### src/rtl/pkg_config.sv
// Shared configuration for the core's data-side blocks: data width, LSU FSM
// states and RV32I load/store funct3 encodings.
package pkg_config;

  localparam int DATA_WIDTH = 32;

  typedef enum logic [2:0] {
    IDLE = 3'd0,
    RD   = 3'd1,
    RDW  = 3'd2,
    WR   = 3'd3,
    DONE = 3'd4
  } lsu_state_t;

  localparam logic [2:0] LSU_F3_B  = 3'b000;
  localparam logic [2:0] LSU_F3_H  = 3'b001;
  localparam logic [2:0] LSU_F3_W  = 3'b010;
  localparam logic [2:0] LSU_F3_BU = 3'b100;
  localparam logic [2:0] LSU_F3_HU = 3'b101;

  // 011, 110 and 111 have no load/store meaning in RV32I.
  function automatic logic lsu_f3_illegal(input logic [2:0] f3);
    return (f3 == 3'b011) || (f3[2:1] == 2'b11);
  endfunction

endpackage

### src/rtl/load_store_unit_align.sv
// load_store_align: combinational lane logic for the LSU.
// Produces the extended load value, the read-modify-write merged store word
// and the misalign flag. Lane selection always uses the size-aligned offset,
// so a misaligned access that is allowed through acts on the aligned lane.
module load_store_align
  import pkg_config::*;
(
  input  logic [2:0]            funct3,
  input  logic [1:0]            addr_lo,
  input  logic [DATA_WIDTH-1:0] rword,
  input  logic [DATA_WIDTH-1:0] wdata,
  output logic [DATA_WIDTH-1:0] load_val,
  output logic [DATA_WIDTH-1:0] merged,
  output logic                  misalign
);

  logic [1:0]  lane;
  logic [7:0]  byte_v;
  logic [15:0] half_v;

  // Misalign detection and forced-alignment lane offset.
  always_comb begin
    misalign = 1'b0;
    lane     = addr_lo;
    case (funct3[1:0])
      2'b01: begin
        misalign = addr_lo[0];
        lane     = {addr_lo[1], 1'b0};
      end
      2'b10: begin
        misalign = |addr_lo;
        lane     = 2'b00;
      end
      default: ;
    endcase
  end

  // Lane extraction and sign/zero extension for loads.
  always_comb begin
    byte_v   = rword[{lane, 3'b000} +: 8];
    half_v   = lane[1] ? rword[31:16] : rword[15:0];
    load_val = rword;
    case (funct3)
      LSU_F3_B:  load_val = {{24{byte_v[7]}}, byte_v};
      LSU_F3_BU: load_val = {24'h0, byte_v};
      LSU_F3_H:  load_val = {{16{half_v[15]}}, half_v};
      LSU_F3_HU: load_val = {16'h0, half_v};
      default:   load_val = rword;
    endcase
  end

  // Store merge: overwrite only the addressed lane of the read word.
  always_comb begin
    merged = rword;
    case (funct3[1:0])
      2'b00: merged[{lane, 3'b000} +: 8] = wdata[7:0];
      2'b01: begin
        if (lane[1]) merged[31:16] = wdata[15:0];
        else         merged[15:0]  = wdata[15:0];
      end
      default: merged = wdata;
    endcase
  end

endmodule

### src/rtl/load_store_unit.sv
// load_store_unit: RV32I byte-addressed loads/stores onto a word-wide
// data_memory without byte enables (sub-word stores are read-modify-write).
// Optional feature macro: LSU_MISALIGN_TRAP_EN -- when defined, misaligned
// accesses complete with err_o and no memory access; otherwise the low
// address bits are forced to alignment and the access proceeds.
module load_store_unit
  import pkg_config::*;
#(
  parameter int MEM_SIZE   = 1024,
  parameter int MEM_ADDR_W = $clog2(MEM_SIZE)
) (
  input  logic                  clk_i,
  input  logic                  rst_i,
  input  logic                  req_i,
  input  logic                  we_i,
  input  logic [2:0]            funct3_i,
  input  logic [31:0]           addr_i,
  input  logic [DATA_WIDTH-1:0] wdata_i,
  output logic                  ready_o,
  output logic                  valid_o,
  output logic [DATA_WIDTH-1:0] rdata_o,
  output logic                  err_o,
  output logic                  mem_we_o,
  output logic [MEM_ADDR_W-1:0] mem_addr_o,
  output logic [DATA_WIDTH-1:0] mem_wdata_o,
  input  logic [DATA_WIDTH-1:0] mem_rdata_i
);

  lsu_state_t                state_q, state_d;
  logic                      we_q;
  logic [2:0]                f3_q;
  logic [MEM_ADDR_W+1:0]     addr_q;
  logic [DATA_WIDTH-1:0]     wdata_q;   // store data, later the merged word
  logic [DATA_WIDTH-1:0]     rdata_q;
  logic                      err_q;

  logic                      idle;
  logic [2:0]                al_f3;
  logic [1:0]                al_addr;
  logic [DATA_WIDTH-1:0]     load_val;
  logic [DATA_WIDTH-1:0]     merged;
  logic                      misalign;
  logic                      req_err;

  // Address bits above the memory range only wrap, they are never used.
  logic unused_addr_hi;
  assign unused_addr_hi = ^addr_i[31:MEM_ADDR_W+2];

  assign idle = (state_q == IDLE);

  // In IDLE the aligner classifies the incoming request; afterwards it
  // works on the captured request.
  assign al_f3   = idle ? funct3_i    : f3_q;
  assign al_addr = idle ? addr_i[1:0] : addr_q[1:0];

  load_store_align u_align (
    .funct3   (al_f3),
    .addr_lo  (al_addr),
    .rword    (mem_rdata_i),
    .wdata    (wdata_q),
    .load_val (load_val),
    .merged   (merged),
    .misalign (misalign)
  );

`ifdef LSU_MISALIGN_TRAP_EN
  assign req_err = lsu_f3_illegal(funct3_i) | misalign;
`else
  logic unused_misalign;
  assign unused_misalign = misalign;
  assign req_err = lsu_f3_illegal(funct3_i);
`endif

  // State register.
  always_ff @(posedge clk_i) begin
    if (rst_i) state_q <= IDLE;
    else       state_q <= state_d;
  end

  // Next-state decode.
  always_comb begin
    state_d = state_q;
    case (state_q)
      IDLE: begin
        if (req_i) begin
          if (req_err)                            state_d = DONE;
          else if (we_i && funct3_i[1:0] == 2'b10) state_d = WR;
          else                                    state_d = RD;
        end
      end
      RD:      state_d = RDW;
      RDW:     state_d = we_q ? WR : DONE;
      WR:      state_d = DONE;
      DONE:    state_d = IDLE;
      default: state_d = IDLE;
    endcase
  end

  // Request capture, load result and merged store word.
  always_ff @(posedge clk_i) begin
    if (rst_i) begin
      we_q    <= 1'b0;
      f3_q    <= 3'b000;
      addr_q  <= '0;
      wdata_q <= '0;
      rdata_q <= '0;
      err_q   <= 1'b0;
    end else begin
      case (state_q)
        IDLE: begin
          if (req_i) begin
            we_q    <= we_i;
            f3_q    <= funct3_i;
            addr_q  <= addr_i[MEM_ADDR_W+1:0];
            wdata_q <= wdata_i;
            err_q   <= req_err;
          end
        end
        RDW: begin
          if (we_q) wdata_q <= merged;
          else      rdata_q <= load_val;
        end
        default: ;
      endcase
    end
  end

  // Memory port and handshake are decoded purely from registered state.
  assign ready_o     = idle;
  assign valid_o     = (state_q == DONE);
  assign err_o       = valid_o & err_q;
  assign rdata_o     = rdata_q;
  assign mem_we_o    = (state_q == WR);
  assign mem_addr_o  = addr_q[MEM_ADDR_W+1:2];
  assign mem_wdata_o = wdata_q;

endmodule

### config.mk
export PLATFORM = sky130hd
export DESIGN_NAME = load_store_unit
export DESIGN_NICKNAME = d
export VERILOG_FILES = /design/src/rtl/pkg_config.sv /design/src/rtl/load_store_unit_align.sv /design/src/rtl/load_store_unit.sv
export SDC_FILE = /design/constraint.sdc
export NUM_CORES = 1
export LEC_CHECK = 0
export BUFFER_PORTS_ARGS = -buffer_cell sky130_fd_sc_hd__buf_2
export CORE_MARGIN = 4
export CORE_UTILIZATION = 45
export CTS_BUF_LIST = sky130_fd_sc_hd__clkbuf_16
export DETAILED_ROUTE_END_ITERATION = 10
export HOLD_SLACK_MARGIN = 0.02
export PLACE_DENSITY = 0.72
export RECOVER_POWER = 25
export SETUP_SLACK_MARGIN = 0.5
export SYNTH_ARGS = -nofsm -noshare
export SYNTH_HDL_FRONTEND = slang
export SYNTH_HIERARCHICAL = 1
export SYNTH_SLANG_ARGS = --single-unit
### constraint.sdc
create_clock -name clk_i -period 4.1 [get_ports clk_i]
set_clock_uncertainty 0.15 [all_clocks]
set_input_delay 0.41 -clock clk_i [delete_from_list [all_inputs] [get_ports clk_i]]
set_output_delay 0.41 -clock clk_i [all_outputs]
set_load 0.05 [all_outputs]
-- Word-level counts from Yosys, hierarchy flattened
Cells that the tools add are included.
- add/sub/neg operators: 1
- eq/ne operators: 16
- shift operators: 3
- mux-type cells: 17
- bitwise operators: 2
- reductions and logical operators: 10
- operators by type and width (cell ; count):
    $pmux 32 s2 ; 2
    $pmux 32 s4 ; 1
    $mux 32 ; 2
    $mux 16 ; 3
    $bwmux 32 ; 1
    $shift 8x7->32 const A ; 1
    $shiftx 32x6->8 ; 1
    $shiftx 8x7->32 ; 1
    $mux 3 ; 4
    $pmux 3 s4 ; 1
    $eq 3x2->1 const B ; 3
    $eq 3x3->1 const B ; 3
    $neg 5->7 ; 1
    $eq 2x2->1 const B ; 3
    $eq 3x1->1 const B ; 2
    $logic_not 3->1 ; 2
    $reduce_and 5->1 ; 1
    $mux 2 ; 2
    $ne 2x2->1 const B ; 2
    $pmux 2 s2 ; 1
    $reduce_and 2->1 ; 2
    $reduce_and 4->1 ; 1
    $ne 3x1->1 const B ; 1
    $ne 3x2->1 const B ; 1
    other kinds (7) ; 7
- register bits: 84
- input bits: 103
- output and inout port bits: 78
- word-level logic and storage cells: 57

-- Longest topological paths before layout
- word-level depth: 10
- mapped depth: 18
- depth with buffers taken out: 15

-- Modules after synthesis
The synthesis kept the hierarchy.
- by module, submodules not included (module ; times used ; cells each ; area an instance (µm²) ; seq. area each (µm²)):
    load_store_unit ; 1 ; 440 ; 3659.8 ; 1681.6
    load_store_align ; 1 ; 314 ; 2128.3 ; 0.0

-- Worst setup path after synthesis
No wires, ideal clock.
- kind: register -> register
- from: register state_q[2]
- to: register wdata_q[5] (netlist: mem_wdata_o[5])
- setup time: 0.086 ns
- data arrival time: 3.712 ns
- required time: 3.864 ns
- path slack: 0.153 ns
- stages on the path, launching flop included: 17
- path buffers: 4
- period minus slack after synthesis: 3.947 ns
- path through: dfxtp_1 -> buf_4 -> or2_2 -> nor2_4 -> mux2_2 -> inv_1 -> ha_1 -> nand2b_2 -> clkbuf_1 -> ha_1 -> clkbuf_1 -> clkbuf_1 -> and2_1 -> mux2i_1 -> o21ai_0 -> o2bb2ai_1 -> a211oi_1
- word-level cells in the longest chain between the ends: 10
- elaborated cells between the ends (all ways): 21
- those cells by class: add/sub (1); eq/ne (7); shift (2); mux (7); reduce/logical (4)
- ends and longest elaborated chain (element ; RTL line ; RTL):
    from (decl) ; load_store_unit.sv:29 ; lsu_state_t state_q, state_d;
    from (signal assigned) ; load_store_unit.sv:77 ; else state_q <= state_d;
    $logic_not 3->1 (*) ; load_store_unit.sv:49 ; assign idle = (state_q == IDLE);
    via ready_o ; load_store_unit.sv:19 ; output logic ready_o,
    $mux 3 (*) ; load_store_unit.sv:53 ; assign al_f3 = idle ? funct3_i : f3_q;
    via al_f3[0] ; load_store_unit.sv:38 ; logic [2:0] al_f3;
    $eq 2x2->1 / $eq 2x1->1 (equally long branches) ; load_store_unit_align.sv:25, load_store_unit_align.sv:55 ;
    $pmux 2 s2 ; load_store_unit_align.sv:25 ; case (funct3[1:0])
    $neg 5->7 ; load_store_unit_align.sv:56 ; 2'b00: merged[{lane, 3'b000} +: 8] = wdata[7:0];
    $shiftx 8x7->32 / $shift 8x7->32 (equally long branches) ; load_store_unit_align.sv:56 ;
    $bwmux 32 ; load_store_unit_align.sv:56 ;
    $pmux 32 s2 (*) ; load_store_unit_align.sv:55 ; case (funct3[1:0])
    via merged[5] ; load_store_unit.sv:41 ; logic [DATA_WIDTH-1:0] merged;
    $mux 32 (*) ; load_store_unit.sv:120 ; if (we_q) wdata_q <= merged;
    $pmux 32 s2 (*) ; load_store_unit.sv:109 ; case (state_q)
    to (signal assigned) ; load_store_unit.sv:115 ; wdata_q <= wdata_i;
    to (signal assigned) ; load_store_unit.sv:120 ;
    to (decl) ; load_store_unit.sv:33 ; logic [DATA_WIDTH-1:0] wdata_q;
Mark *: on every way through the listed nets, which the timed path passes. The rest lies on a longest branch. The select of a mux whose other input is x is not followed.
A chain may end at the register's enable or synchronous reset.

-- Worst setup path after layout
- from: register state_q[2]
- to: register wdata_q[20] (netlist: mem_wdata_o[20])
- word-level cells in the longest chain between the ends: 10
- elaborated cells between the ends (all ways): 21
- those cells by class: add/sub (1); eq/ne (6); shift (2); mux (8); reduce/logical (4)
- ends and longest elaborated chain (element ; RTL line):
    $logic_not 3->1 (*) ; load_store_unit.sv:49
    $mux 3 (*) ; load_store_unit.sv:53
    via al_f3[0] ; load_store_unit.sv:38
    $eq 2x2->1 / $eq 2x1->1 (equally long branches) ; load_store_unit_align.sv:25, load_store_unit_align.sv:55
    $pmux 2 s2 ; load_store_unit_align.sv:25
    $neg 5->7 ; load_store_unit_align.sv:56
    $shiftx 8x7->32 / $shift 8x7->32 (equally long branches) ; load_store_unit_align.sv:56
    $bwmux 32 ; load_store_unit_align.sv:56
    $pmux 32 s2 (*) ; load_store_unit_align.sv:55
    via merged[20] ; load_store_unit.sv:41
    $mux 32 (*) ; load_store_unit.sv:120
    $pmux 32 s2 (*) ; load_store_unit.sv:109
Marks and branches as above.

==> results.txt <==
----------------------------------------------------
[Outcome]
  Outcome ... complete, no violations

[Final layout]
  NumNets Final ... 968
  Area taken by flip-flops and latches ... 0.00168 mm^2
  Area overhead of the layout relative to synthesis ... 18.5%
  Area of the multi-input gates ... 0.00370 mm^2
  Fillers ... 1279
  Number of antenna cells inserted ... 0
  Layout cell share with drive strength beyond 1 ... 22.9%

[Critical path]
  Worst Path Max Fanout ... 17
  Type of the worst setup path ... reg2reg
  Startpoint class of the critical path ... register
  Critical-path cell with the highest stage delay ... sky130_fd_sc_hd__ha_1
  Arr. time, crit path ... 3550 ps
  Endpoint class of the critical path ... register
  CP cell instances ... or2_4 -> nor2_4 -> mux2_4 -> ha_1 -> nand2b_4 -> nand2_4 -> inv_1 -> ha_1 -> buf_4 -> nor2_4 -> a32oi_1 -> o221ai_1 -> o22ai_1 -> a211oi_1
  Endpoint required time on the critical path ... 4210 ps
  Biggest cell delay along the critical path ... 340 ps

[Placed design]
  Worst Setup Slack post-DPL ... 327 ps
  IO Port Bufs ... 160
  Last weighted congestion value of the routability-driven placer ... 0.972
  Half-perimeter wire length of the detailed placement result ... 13500 um

[Drt]
  Count of nets left with antenna violations after detail routing ... 0
  Count of TritonRoute iterations in the first routing pass ... 5
  Per-cell routed wire length ... 18.2 um
  Total number of vias ... 6007
  Post-route DRC violation count ... 0
  Vias per Instance ... 5.79
  Number of design-rule violations left by the first detailed-router iteration ... 589
  Routed Wire Length ... 18800 um

[Global routing]
  GRT Residual Overflow ... 0
  Antenna violations before repair ... 1
  Largest net degree at the start of global routing ... 56
  Total global-route track usage ... 24.8%
  First-pass GRT wire length ... 29100 um
  Vias in the first global route ... 5459

[Job]
  Max-cap violations ... 0

[Clock tree]
  Clock tree from TritonCTS ... done
  Clock Tree Buf Depth ... 2
  Clock transition at path regs ... 60 ps
  CTS Buf Count ... 9
  Clock net sink count ... 84
  Clock Root Buffer ... sky130_fd_sc_hd__clkbuf_16
  Worst skew pair latency ... 350 ps
  H-tree depth ... 3

[Timing]
  Share of the clock period used by the worst path after layout ... 83.8%
  Clock period minus worst slack ... 3440 ps
  Number of max-slew violations in the final report ... 0
  Setup violators final ... 0
  Least-Margin Pin Slew ... 1120 ps
  Worst hold-check slack ... 143 ps
  Max Fclk ... 291 MHz
  Final total negative setup slack ... 0 ps
  RSZ-0062 raised after global routing ... false
  Final worst slack ... 665 ps
  Worst rel slew slack ... 25.1%
  Number of hold violations in the final report ... 0

[Power]
  Total power per unit cell area ... 430 mW/mm^2
  Worst IR drop on VDD ... 0.245 mV
  Leakage ... 2.80 nW

[Floorplanning]
  Top-level I/O count ... 181
  Core outline area ... 0.0126 mm^2
  Site row count ... 41
  Floorplan die area ... 0.0147 mm^2
  Chip width ... 121 um
  Overall die height ... 121 um
  Effective utilization at floorplan ... 45.8%

[Logic synthesis]
  Yosys warning total ... 6
  Area of the mapped netlist ... 0.00576 mm^2
  Post-synthesis average cell area ... 7.68 um^2
  Number of standard cells after synthesis ... 750
  Net count after synthesis ... 858

[Worst hold path]
  Worst hold path class ... in2reg

----------------------------------------------------
[layer usage]
| metal | vias to the layer above | global-route usage (%) | routed length [um] |
|---|---|---|---|
| met1 | 2762 | 33.1 | 8220 |
| li1 | 2940 | - | - |
| met2 | 262 | 39.1 | 8570 |
| met3 | 41 | 5.64 | 1530 |
| met4 | 2 | 9.52 | 507 |
| met5 | - | 0 | 12 |
[where the power goes]
group	leakage, nW	internal (mW)	total (mW)	switching [mW]
logic	1.97	0.412	1.18	0.771
registers	0.688	0.876	0.937	0.0612
clock network	0.145	0.470	0.812	0.342
[state kept, by name, summed over array words and instances, names as in the netlist]
| signal | flops |
|---|---|
| state_q | 3 |
| rdata_o | 32 |
| f3_q | 3 |
| err_q | 1 |
| we_q | 1 |
| mem_wdata_o | 32 |
| addr_q | 12 |
[path summary, 6_finish.rpt]
check	start	end	slack [ps]	cells past startpoint
setup / recovery	state_q[2]	mem_wdata_o[20]	660	14
hold / removal	addr_i[9]	addr_q[9]	140	3
setup reg to reg	state_q[2]	mem_wdata_o[20]	660	14
hold reg to reg	addr_q[7]	addr_q[7]	300	2
[layout make-up]
| class | instances | share of cell area (%) |
|---|---|---|
| multi-input cells | 575 | 54.2 |
| repair buffers | 180 | 13.2 |
| well taps | 172 | 3.15 |
| inverters | 10 | 0.550 |
| clock inverters | 7 | 0.990 |
| flip-flops and latches | 84 | 24.6 |
| clock buffers | 9 | 3.30 |
[metrics by stage]
| stage | util [%] | instances | total power, mW | area, um^2 |
|---|---|---|---|---|
| floorplan | - | 750 | 1.85 | 5840 |
| global placement | 51.7 | 1016 | 2.09 | 6500 |
| detailed placement | 51.7 | 1016 | 2.10 | 6500 |
| CTS | 54.2 | 1034 | 2.91 | 6810 |
| global route | 54.3 | 1037 | 3.07 | 6830 |
| finish | 54.3 | 1037 | 2.93 | 6830 |
[worst max-delay path, delay by kind of cell (launching register included)]
kind,cells,cell delay (ps)
muxes,1,330
adders and majority gates,2,550
and+or+nand+nor,5,960
buffers and inverters,2,290
AOI/OAI and AO/OA,4,750
DFF,1,310
[layout by cell type (no fill, tap or decap), types with 3 or more instances in the layout]
master / n
sky130_fd_sc_hd__mux2_2: 15
sky130_fd_sc_hd__nor2_1: 32
sky130_fd_sc_hd__o211ai_2: 4
sky130_fd_sc_hd__o2bb2ai_1: 28
sky130_fd_sc_hd__inv_1: 7
sky130_fd_sc_hd__o221ai_1: 20
sky130_fd_sc_hd__a32oi_1: 9
sky130_fd_sc_hd__nand3_1: 8
sky130_fd_sc_hd__nor2b_1: 17
sky130_fd_sc_hd__o211ai_1: 7
sky130_fd_sc_hd__o21a_1: 3
sky130_fd_sc_hd__nand2_1: 159
sky130_fd_sc_hd__nor3_1: 3
sky130_fd_sc_hd__a221o_1: 10
sky130_fd_sc_hd__buf_2: 120
sky130_fd_sc_hd__clkbuf_1: 40
sky130_fd_sc_hd__inv_2: 3
sky130_fd_sc_hd__nor2_4: 4
sky130_fd_sc_hd__buf_4: 20
sky130_fd_sc_hd__clkbuf_16: 9
sky130_fd_sc_hd__and2_1: 8
sky130_fd_sc_hd__o21ai_0: 8
sky130_fd_sc_hd__dfxtp_1: 84
sky130_fd_sc_hd__ha_1: 3
sky130_fd_sc_hd__mux2i_1: 44
sky130_fd_sc_hd__a211oi_1: 30
sky130_fd_sc_hd__o22ai_1: 5
sky130_fd_sc_hd__a22oi_1: 7
sky130_fd_sc_hd__a21oi_1: 114
[repair_timing]
item                                    CTS  global route
resized for setup                         1             7
gates cloned                              0             0
endpoints found under the hold margin     0             0
buffers inserted                          2             3
endpoints found under the setup margin    8            20
pin swaps                                 0             3
hold buffers                              0             0
No activity file was read; power rests on OpenSTA's default activity.
